**config.mk**
```make
export PLATFORM = sky130hd
export DESIGN_NAME = perf_cntr_bank
export DESIGN_NICKNAME = d
export VERILOG_FILES = /design/src/rtl/perf_cntr_bank.sv
export SDC_FILE = /design/constraint.sdc
export NUM_CORES = 1
export LEC_CHECK = 0
export CAP_MARGIN = 20
export CORE_ASPECT_RATIO = 2
export CORE_MARGIN = 2
export CORE_UTILIZATION = 56
export CTS_CLUSTER_DIAMETER = 80
export DETAILED_ROUTE_END_ITERATION = 8
export GPL_ROUTABILITY_DRIVEN = 0
export PLACE_DENSITY = 0.77
export SETUP_SLACK_MARGIN = 0.15
export SYNTH_ARGS = -nofsm -noshare
export SYNTH_HDL_FRONTEND = slang
export SYNTH_SLANG_ARGS = --single-unit
```
**constraint.sdc**
```tcl
create_clock -name clk_i -period 2.6 [get_ports clk_i]
set_clock_uncertainty 0.2 [all_clocks]
set_input_delay 0.39 -clock clk_i [delete_from_list [all_inputs] [get_ports clk_i]]
set_output_delay 0.39 -clock clk_i [all_outputs]
set_load 0.01 [all_outputs]
```
**src/rtl/perf_cntr_bank.sv**
```systemverilog
// perf_cntr_bank
//   Memory-mapped performance counter bank on the dbus perf window. It replaces
//   the old single mcycle counter. Channel 0 counts clock cycles. Channels
//   1..NUM_CNTRS-1 count single-cycle event pulses from the core. Each channel
//   has a mode (CLEAR / RUN / HOLD), a sticky overflow flag, and a presettable
//   value.
//
//   Optional feature: define PERF_SNAPSHOT_EN to add shadow registers.
//     - A write to SNAP copies every counter into its shadow register in one edge.
//     - Counter reads then return the shadow values.
//     - Without the macro there are no shadow registers, counter reads return
//       the live values, and SNAP writes are ignored.
//
// Register map (byte offsets, addr_i[1:0] ignored):
//   0x00        CTRL    2 bits of mode per counter: 0 CLEAR, 1 RUN, 2/3 HOLD
//   0x04        STATUS  sticky overflow flags, write-1-to-clear
//   0x08        SNAP    write triggers snapshot, reads 0
//   0x40 + 8k   counter k high word (zero-extended)
//   0x44 + 8k   counter k low word
//
// Ports:
//   clk_i       clock
//   rst_ni      asynchronous active-low reset
//   we_i        write strobe
//   addr_i      byte address
//   wdata_i     write data
//   event_i     event pulses; bit k feeds counter k (bit 0 unused)
//   rdata_o     registered read data of the address presented in the previous cycle
//   overflow_o  sticky overflow flags, same as STATUS

module perf_cntr_bank #(
  parameter int NUM_CNTRS  = 4,
  parameter int CNTR_WIDTH = 64,
  parameter int ADDR_WIDTH = 8
) (
  input  logic                  clk_i,
  input  logic                  rst_ni,
  input  logic                  we_i,
  input  logic [ADDR_WIDTH-1:0] addr_i,
  input  logic [31:0]           wdata_i,
  input  logic [NUM_CNTRS-1:0]  event_i,
  output logic [31:0]           rdata_o,
  output logic [NUM_CNTRS-1:0]  overflow_o
);

  localparam int         HI_W       = CNTR_WIDTH - 32;
  localparam logic [1:0] MODE_CLEAR = 2'd0;
  localparam logic [1:0] MODE_RUN   = 2'd1;

  // Word-aligned byte address, widened to 32 bits so it compares against
  // plain offsets.
  logic [31:0] addr_word;
  assign addr_word = 32'(addr_i) & 32'hFFFF_FFFC;

  logic ctrl_wr, status_wr, snap_wr;
  assign ctrl_wr   = we_i && (addr_word == 32'h00);
  assign status_wr = we_i && (addr_word == 32'h04);
  assign snap_wr   = we_i && (addr_word == 32'h08);

  logic [1:0]            mode_q [NUM_CNTRS];
  logic [CNTR_WIDTH-1:0] view_q [NUM_CNTRS];  // value that a counter read returns
  logic [NUM_CNTRS-1:0]  ovf_q;

  genvar gi;
  generate
    for (gi = 0; gi < NUM_CNTRS; gi++) begin : g_ch
      localparam logic [31:0] HI_OFF = 32'h40 + 32'(8 * gi);

      logic [1:0]            mode_reg, mode_next;
      logic [CNTR_WIDTH-1:0] cnt_reg, cnt_next;
      logic                  ovf_reg, ovf_next;
      logic                  hi_hit, lo_hit, inc, wrap;

      assign hi_hit = we_i && (addr_word == HI_OFF);
      assign lo_hit = we_i && (addr_word == HI_OFF + 32'd4);

      if (gi == 0) begin : g_cyc
        assign inc = (mode_reg == MODE_RUN);
      end else begin : g_evt
        assign inc = (mode_reg == MODE_RUN) && event_i[gi];
      end

      // A preset takes priority over counting. As a result, a preset cycle
      // never wraps the counter and never sets the overflow flag.
      assign wrap = inc && !hi_hit && !lo_hit && (&cnt_reg);

      always_comb begin
        mode_next = mode_reg;
        if (ctrl_wr) begin
          mode_next = wdata_i[2*gi +: 2];
        end

        cnt_next = cnt_reg;
        if (hi_hit) begin
          cnt_next[CNTR_WIDTH-1:32] = wdata_i[HI_W-1:0];
        end else if (lo_hit) begin
          cnt_next[31:0] = wdata_i;
        end else if (mode_reg == MODE_CLEAR) begin
          cnt_next = '0;
        end else if (inc) begin
          cnt_next = cnt_reg + CNTR_WIDTH'(1);
        end

        // A wrap in the same cycle as a W1C leaves the flag set.
        ovf_next = (ovf_reg & ~(status_wr & wdata_i[gi])) | wrap;
      end

      always_ff @(posedge clk_i or negedge rst_ni) begin
        if (!rst_ni) begin
          mode_reg <= MODE_CLEAR;
          cnt_reg  <= '0;
          ovf_reg  <= 1'b0;
        end else begin
          mode_reg <= mode_next;
          cnt_reg  <= cnt_next;
          ovf_reg  <= ovf_next;
        end
      end

      assign mode_q[gi] = mode_reg;
      assign ovf_q[gi]  = ovf_reg;

`ifdef PERF_SNAPSHOT_EN
      // The shadow register captures the value from before this cycle's update.
      logic [CNTR_WIDTH-1:0] snap_reg;

      always_ff @(posedge clk_i or negedge rst_ni) begin
        if (!rst_ni) begin
          snap_reg <= '0;
        end else if (snap_wr) begin
          snap_reg <= cnt_reg;
        end
      end

      assign view_q[gi] = snap_reg;
`else
      assign view_q[gi] = cnt_reg;
`endif
    end
  endgenerate

  // CTRL read value: modes packed low, unused upper bits read 0.
  logic [31:0] ctrl_rd;
  always_comb begin
    ctrl_rd = '0;
    for (int k = 0; k < NUM_CNTRS; k++) begin
      ctrl_rd[2*k +: 2] = mode_q[k];
    end
  end

  // Read mux. Every input is a pre-update register value, so a counter read
  // returns the value from before this cycle's increment or preset.
  logic [31:0] rdata_next;
  always_comb begin
    rdata_next = '0;
    if (addr_word == 32'h00) begin
      rdata_next = ctrl_rd;
    end else if (addr_word == 32'h04) begin
      rdata_next = 32'(ovf_q);
    end
    for (int k = 0; k < NUM_CNTRS; k++) begin
      if (addr_word == 32'h40 + 32'(8 * k)) begin
        rdata_next = 32'(view_q[k][CNTR_WIDTH-1:32]);
      end else if (addr_word == 32'h44 + 32'(8 * k)) begin
        rdata_next = view_q[k][31:0];
      end
    end
  end

  logic [31:0] rdata_reg;
  always_ff @(posedge clk_i or negedge rst_ni) begin
    if (!rst_ni) begin
      rdata_reg <= '0;
    end else begin
      rdata_reg <= rdata_next;
    end
  end

  assign rdata_o    = rdata_reg;
  assign overflow_o = ovf_q;

  // Event bit 0 has no consumer. SNAP is also unused when the snapshot
  // feature is not built.
  logic unused_sig;
  assign unused_sig = ^{event_i[0], snap_wr};

endmodule
```
==> impl_metrics.csv, run 1 <==
group,metric,value,unit
clocking,cts_max_level,1,
synthesis,synth_area_per_cell,8.050,um2
die,die_w,139.0,um
placed_design,dpl.hpwl,74800,um
synthesis,ys_ff_latch,300,
synthesis,synthTopCellsByCount,"300 x dfrtp_1, 292 x nand2_1, 285 x o21ai_0, 204 x a21oi_1, 179 x clkbuf_1",
clocking,clock_sinks,300,
run_status,error_line,"[ERROR GRT-0116] Global routing finished with congestion. Check the congestion regions in the DRC Viewer.",
synthesis,yosysSeqAreaShare,36.80,%
synthesis,yosysWarnings,0,
global_route,gr-total-overflow,12,
die,die_y,273.9,um
synthesis,syn_nets,2585,
die,ios,83,
clocking,numCtsBuffers,29,
synthesis,syn_area,20400,um2
placed_design,io_buffers,79,
global_route,grt_pass1_vias,26850,
synthesis,yosys.area.top_type,"dfrtp_1",
global_route,gr-usage-all-layers,56.62,%
synthesis,synth_largest_type_area_fraction,36.80,%
synthesis,synth_cells,2534,
synthesis,ys.flop_type,"dfrtp_1",
clocking,root_buffer,"clkbuf_16",
synthesis,synth_edf_count,0,
placed_design,place_inst,3337,
run_status,status,"aborted with a tool error",
run_status,stop_stage,"global routing (5_1_grt)",
synthesis,yosysUniqueCellTypes,84,
global_route,grt_pass1_wl,163100,um
synthesis,ys_top_cells_by_area,"dfrtp_1 37%, o21ai_0 7.0%, nand2_1 5.4%, a21oi_1 5.0%, nand3_1 3.5%",
global_route,grt_max_degree,72,
die,initial_core_util,56.97,%
synthesis,synthArstFlopShare,100.0,%
die,num_rows,98,
synthesis,synth.most_common_cell,"dfrtp_1",
clocking,cts.path.max_buffers,3,
[per-stage QoR]
stage          worst slack [ns]  hold WS, ns  cell area, um2  util [%]
2_1_floorplan           0.02903      -0.1056           20480         -
3_3_place_gp            -0.4420       0.2287           24960     69.72
3_5_place_dp            -0.4569       0.2355           24960     69.72
4_1_cts                0.008074       0.2112           26220     73.22
[per-layer routing]
| layer | GRT overflow | track usage (%) |
|---|---|---|
| met3 | 0 | 28.80 |
| met4 | 5 | 58.96 |
| met1 | 0 | 55.76 |
| met5 | 0 | 1.412 |
| met2 | 7 | 82.69 |
[cells by family after synthesis]
logic type               count (synthesis)  synth area share, %
flip-flops                             300                36.80
XOR/XNOR                                19               0.8158
AO/OA/AOI/OAI                          868                27.17
AND/OR/NAND/NOR                       1005                25.76
adder cells (fa/ha/maj)                  4               0.2454
multiplexers                            83                4.281
buffers and inverters                  255                4.919
[what timing repair did]
item / CTS
hold buffers: 1
resized for setup: 43
setup buffers: 15
pin swaps: 19
setup endpoints to repair: 40
endpoints found under the hold margin: 59
==> run 2: changes to the inputs <==
==> config.mk (replaced) <==
export PLATFORM = sky130hd
export DESIGN_NAME = perf_cntr_bank
export DESIGN_NICKNAME = d
export VERILOG_FILES = /design/src/rtl/perf_cntr_bank.sv
export SDC_FILE = /design/constraint.sdc
export NUM_CORES = 1
export LEC_CHECK = 0
export CAP_MARGIN = 20
export CORE_MARGIN = 2
export CORE_UTILIZATION = 40
export DETAILED_ROUTE_END_ITERATION = 8
export GPL_ROUTABILITY_DRIVEN = 0
export PLACE_DENSITY_LB_ADDON = 0.15
export SYNTH_ARGS = -nofsm -noshare
export SYNTH_HDL_FRONTEND = slang
export SYNTH_SLANG_ARGS = --single-unit
==> constraint.sdc (replaced) <==
create_clock -name clk_i -period 3.4 [get_ports clk_i]
set_clock_uncertainty 0.2 [all_clocks]
set_input_delay 0.51 -clock clk_i [delete_from_list [all_inputs] [get_ports clk_i]]
set_output_delay 0.51 -clock clk_i [all_outputs]
set_load 0.01 [all_outputs]
==> run 2 against run 1 <==
  * The run now ends clean
  * Synthesized cell count did not move
  * Area after synthesis unchanged
==> impl_metrics.csv, run 2 <==
group,metric,value,unit
global_route,grt_max_degree,76,
die,die-area,52820,um2
finish,mostFrequentLayoutCells,"300 x dfrtp_1, 292 x nand2_1, 283 x o21ai_0, 204 x a21oi_1, 163 x buf_4",
power_and_ir_drop,power.density,429.4,nW/um2
synthesis,yosysWarnings,0,
finish,post_layout_nonfiller_instances,3320,
placed_design,place_inst,3247,
synthesis,yosysUniqueCellTypes,84,
die,die_w,229.8,um
finish,largest_reg_flops,256,
synthesis,yosysSeqAreaShare,36.80,%
route,routed_wl,92880,um
sta,max_slew_margin,10.15,%
sta,post-route-min-period,3.103,ns
clocking,cts_resized,0,
synthesis,synth_edf_count,0,
die,coreArea,50270,um2
finish,area_delta_synth_final,18.01,%
route,drc,0,
route,wire_per_inst,27.98,um
sta,min_period_over_period,91.27,%
worst_setup_path,critPathLaunchType,"primary input",
sta,worst_pin_slew,1.343,ns
clocking,cts.path.max_buffers,3,
placed_design,dpl.hpwl,66420,um
power_and_ir_drop,leakage,9.407,nW
worst_setup_path,crit_fanout,10,
worst_hold_path,min_path_type,"primary input to asynchronous set/reset pin",
worst_setup_path,crit_arrival,3.35,ns
sta,max_freq,322.2,MHz
synthesis,synth_largest_type_area_fraction,36.80,%
global_route,grt_pass1_vias,20500,
sta,setup_tns,0,ns
die,ios,83,
worst_setup_path,critPathKind,"primary input to flop",
die,die_y,229.8,um
clocking,cts_tree,"built",
die,num_rows,82,
global_route,gr-usage-all-layers,34.36,%
synthesis,synthArstFlopShare,100.0,%
synthesis,ys_ff_latch,300,
finish,nFillCells,4889,
synthesis,synth_cells,2534,
sta,setup_viol,0,
finish,layout-drive-gt1-share,12.13,%
worst_setup_path,crit_required,3.65,ns
global_route,gr-total-overflow,0,
sta,finalMaxSlewViolations,0,
clocking,cts_hold_repair.buffers,1,
route,vias,22550,
sta,rsz0062_at_grt,"false",
synthesis,ys.flop_type,"dfrtp_1",
clocking,cts_max_level,2,
finish,final_common_cell,"dfrtp_1",
clocking,clk_latency,0.58,ns
clocking,root_buffer,"clkbuf_16",
synthesis,synthTopCellsByCount,"300 x dfrtp_1, 292 x nand2_1, 285 x o21ai_0, 204 x a21oi_1, 179 x clkbuf_1",
synthesis,synth_area_per_cell,8.050,um2
synthesis,ys_top_cells_by_area,"dfrtp_1 37%, o21ai_0 7.0%, nand2_1 5.4%, a21oi_1 5.0%, nand3_1 3.5%",
die,initial_core_util,40.57,%
clocking,clock_sinks,300,
run,drv_cap,0,
finish,seq_area,7507,um2
route,drt_iter0_markers,3293,
route,drtAntennaViolNets,0,
synthesis,syn_nets,2585,
synthesis,synth.most_common_cell,"dfrtp_1",
sta,finalHoldViolations,0,
route,viasPerCell,6.793,
synthesis,yosys.area.top_type,"dfrtp_1",
finish,final_nets,2668,
global_route,antenna_found_initial,6,
power_and_ir_drop,vdd_ir_drop_max,0.0002870,V
clocking,postCtsSetupBuffers,0,
placed_design,io_buffers,79,
clocking,numCtsBuffers,39,
finish,multiInputGateArea,11910,um2
clocking,cts.clk_slew.worst_paths,0.06,ns
worst_setup_path,cp-end-kind,"flop",
synthesis,syn_area,20400,um2
global_route,grt_pass1_wl,136200,um
run_status,status,"finished, final reports clean",
route,firstDrtPassIters,6,
-- run 2: cell counts after synthesis --
Identical to the previous run, type by type.
-- run 2: final cells by class --
type                       instances  share of cell area [%]
sequential                       300                   31.19
clock buffer                      57                   4.969
clock inverter                    14                  0.6601
tap                              672                   3.493
antenna                            1                 0.01040
multi-input combinational       1979                   49.48
timing repair buffer             256                   9.559
inverter                          41                  0.6393
-- run 2: kinds of logic (layout without fill, tap and decap cells) --
group	after synthesis	after routing	synth area share, %
flops	300	300	36.80
mux	83	83	4.281
compound gates	868	868	27.17
xor+xnor	19	19	0.8158
buf+inv	255	368	4.919
simple gates	1005	1005	25.76
other cells	0	1	0
fa+ha+maj	4	4	0.2454
-- run 2: path summary, 6_finish.rpt --
kind / start / to / slack (ns) / depth (start not counted)
min reg2reg: g_ch[1].cnt_reg[41] / g_ch[1].cnt_reg[41] / 0.36 / 1
min: rst_ni / g_ch[1].cnt_reg[18] / 0.34 / 2
min in group clk_i: g_ch[1].cnt_reg[41] / g_ch[1].cnt_reg[41] / 0.36 / 1
max reg2reg: g_ch[2].cnt_reg[0] / g_ch[2].cnt_reg[56] / 0.42 / 7
max: addr_i[4] / g_ch[1].cnt_reg[62] / 0.30 / 8
max in group asynchronous: rst_ni / g_ch[2].cnt_reg[52] / 1.74 / 3
-- run 2: per-stage QoR --
| stage | total power [mW] | hold WS (ns) | util (%) | setup WS, ns | cell area, um2 |
|---|---|---|---|---|---|
| after global routing | 10.65 | 0.3812 | 47.88 | 0.1130 | 24070 |
| after CTS | 10.30 | 0.3453 | 47.88 | 0.4163 | 24070 |
| final | 10.34 | 0.3355 | 47.88 | 0.2968 | 24070 |
| after detailed placement | 5.887 | 0.3466 | 45.16 | -0.1752 | 22700 |
| after floorplan | 4.853 | 0.01441 | - | 0.5976 | 20400 |
| after global placement | 5.862 | 0.3335 | 45.14 | -0.07731 | 22690 |
-- run 2: report_power, final --
| part | internal, mW | switching (mW) |
|---|---|---|
| Clock | 2.67 | 1.76 |
| Sequential | 3.67 | 0.169 |
| Combinational | 0.683 | 1.39 |
| Total | 7.02 | 3.32 |
-- run 2: metal layers --
layer / part of all wire (%) / track usage [%] / wire length, um
met1: 40 / 46.47 / 36890
met2: 42 / 49.84 / 38840
met3: 12 / 8.966 / 11240
met4: 6.3 / 19.07 / 5859
met5: 0.066 / 0 / 61
-- run 2: worst max-delay path, cell delays in order --
cell	delay, ns
clkdlybuf4s50_1	0.54
buf_4	0.24
or4b_1	0.14
buf_4	0.20
o22ai_2	0.14
nor2_1	0.78
nand3_1	0.38
o311ai_0	0.42
Power figures use the tool's default switching activity.
==> run 3: changes to the inputs <==
--- a/config.mk
+++ b/config.mk
@@ -9,7 +9,6 @@
 export CORE_MARGIN = 2
 export CORE_UTILIZATION = 40
 export DETAILED_ROUTE_END_ITERATION = 8
-export GPL_ROUTABILITY_DRIVEN = 0
 export PLACE_DENSITY_LB_ADDON = 0.15
 export SYNTH_ARGS = -nofsm -noshare
 export SYNTH_HDL_FRONTEND = slang
==> run 3 against run 2 <==
  * Sequential cell count did not move
  * Total power fell by 2.6%
  * Clock power fell by 6.3%
  * Core utilization fell by 0.17 points
  * Maximum frequency rose by 6.6%
  * Largest power group unchanged
  * Die area did not move
  * Non-clock buffer count rose by 1
  * Worst hold slack got worse by 0.080 ns
  * Critical path depth fell by 2
  * Setup slack improved by 0.19 ns
  * Final cell count barely moved
==> impl_metrics.csv, run 3 (synthesis results as in run 2) <==
group,metric,value,unit
run_status,status,"finished, final reports clean",
power_and_ir_drop,p_seq_share,38.2,%
die,die-area,52820,um2
finish,final_common_cell,"dfrtp_1",
clocking,clk_latency,0.59,ns
global_route,grt_pass1_vias,20720,
sta,setup_viol,0,
die,initial_core_util,40.57,%
route,firstDrtPassIters,6,
power_and_ir_drop,leakage,9.352,nW
worst_setup_path,r2r-start,"g_ch[1].cnt_reg[38]",
worst_hold_path,min_path_type,"primary input to asynchronous set/reset pin",
worst_setup_path,cp-end-kind,"flop",
worst_setup_path,critPathLaunchType,"flop",
worst_setup_path,crit_arrival,3.17,ns
placed_design,pre_cts_ws,-0.06993,ns
worst_setup_path,critPathKind,"flop to flop",
worst_setup_path,crit_chain,"nand4_1 > or3_1 > nor4_2 > nand4_1 > mux2i_1 > a221o_1",
global_route,gr-total-overflow,0,
die,coreArea,50270,um2
power_and_ir_drop,power_frac_clock,41.2,%
route,routed_wl,94980,um
worst_setup_path,critical_path.startpoint,"g_ch[1].cnt_reg[38]",
power_and_ir_drop,switchingPower,3.307,mW
sta,max_slew_margin,20.49,%
global_route,antenna_found_initial,1,
die,die_w,229.8,um
clocking,cts_max_level,2,
placed_design,io_buffers,79,
sta,rsz0062_at_grt,"false",
sta,min_period_over_period,85.61,%
route,drc,0,
route,drt_iter0_markers,3230,
finish,layout-drive-gt1-share,11.72,%
power_and_ir_drop,power.density,419.9,nW/um2
power_and_ir_drop,internal_power,6.765,mW
placed_design,dpl.hpwl,67610,um
run,drv_cap,0,
sta,max_freq,343.5,MHz
die,ios,83,
global_route,grt_max_degree,85,
finish,largest_reg_flops,256,
worst_setup_path,r2r_slack,0.49,ns
placed_design,routabilityCongestion,1.018,
power_and_ir_drop,pwr-share-comb,20.6,%
placed_design,placed_area,22750,um2
clocking,clock_sinks,300,
global_route,grt_pass1_wl,139600,um
worst_setup_path,crit_slowest_cell,"nor4_2",
finish,area_delta_synth_final,17.60,%
clocking,cts.clk_slew.worst_paths,0.06,ns
sta,worst_pin_slew,1.189,ns
sta,finalHoldViolations,0,
sta,setup_slack,0.4892,ns
route,vias,22330,
worst_setup_path,crit_required,3.66,ns
worst_setup_path,path_common_cell,"nand4_1",
finish,mostFrequentLayoutCells,"300 x dfrtp_1, 292 x nand2_1, 283 x o21ai_0, 204 x a21oi_1, 162 x buf_4",
power_and_ir_drop,vdd_ir_drop_max,0.0003544,V
global_route,gr-usage-all-layers,35.40,%
finish,final_area,23990,um2
route,wire_per_inst,28.63,um
die,die_y,229.8,um
clocking,numCtsBuffers,39,
clocking,cts_tree,"built",
worst_setup_path,crit_fanout,8,
route,viasPerCell,6.731,
sta,post-route-min-period,2.911,ns
worst_setup_path,critPathMaxStageDelay,0.60,ns
power_and_ir_drop,switching_share,32.83,%
clocking,root_buffer,"clkbuf_16",
finish,final_nets,2669,
die,num_rows,82,
clocking,cts_resized,0,
clocking,cts.path.max_buffers,3,
route,drtAntennaViolNets,0,
sta,finalMaxSlewViolations,0,
clocking,postCtsSetupBuffers,0,
==> run 3: cell count changes in the layout (fill, tap and decap cells not counted), moves of 2 or more <==
cell and delta:
buf_12 +3, clkbuf_8 -3, bufinv_16 -2, clkinv_2 -4, clkbuf_1 +8, clkinvlp_4 -3
==> run 3: power groups by stage <==
stage	logic [mW]	registers, mW	clock network, mW
after floorplan	1.03	3.82	0
after global placement	2.00	3.90	0
after detailed placement	2.01	3.90	0
after CTS	2.02	3.84	4.19
after global routing	2.20	3.86	4.33
final	2.08	3.85	4.15
==> run 3: worst paths after layout <==
kind                                       endpoint  cells after the start
worst max register to register  g_ch[1].cnt_reg[55]                      6
worst min register to register  g_ch[0].cnt_reg[48]                      1
max in group asynchronous        g_ch[2].cnt_reg[1]                      3
worst min-delay path            g_ch[1].cnt_reg[17]                      2
min in group clk_i                       rdata_o[5]                      3
worst max-delay path            g_ch[1].cnt_reg[55]                      6
==> run 3: layout make-up <==
cell class	count	area (um2)
Inverter	41	153.9
Sequential cell	300	7507
Multi-Input combinational cell	1979	11910
Fill cell	4923	26290
Clock buffer	61	1160
Tap cell	672	840.8
Timing Repair Buffer	257	2342
Clock inverter	6	70.07
Antenna cell	1	2.502
==> run 3: worst max-delay path: cells and delay by family, from the launching register on <==
family | cells | cell delay [ns]
AOI/OAI and AO/OA | 1 | 0.26
and+or+nand+nor | 4 | 1.62
DFF | 1 | 0.57
muxes | 1 | 0.15
==> run 3: timing repair <==
item | in CTS | in global routing
hold buffers | 1 | 0
endpoints found under the hold margin | 51 | 0
setup endpoints to repair | 0 | 0
==> run 3: routing by layer <==
layer	share of wire (%)	track usage [%]
met2	42	51.25
met4	6.5	20.34
met1	41	48.57
met3	11	7.837
met5	0	0
==> run 3: per-stage QoR <==
stage	TNS, ns	cells	hold WS (ns)	total power [mW]	utilization [%]
finish	0	3317	0.2558	10.07	47.72
global route	0	3316	0.3043	10.39	47.71
CTS	0	3316	0.2641	10.05	47.71
detailed placement	-0.07053	3248	0.2799	5.916	45.24
global placement	-0.3969	3247	0.2837	5.898	45.23
floorplan	0	2534	0.01441	4.853	-
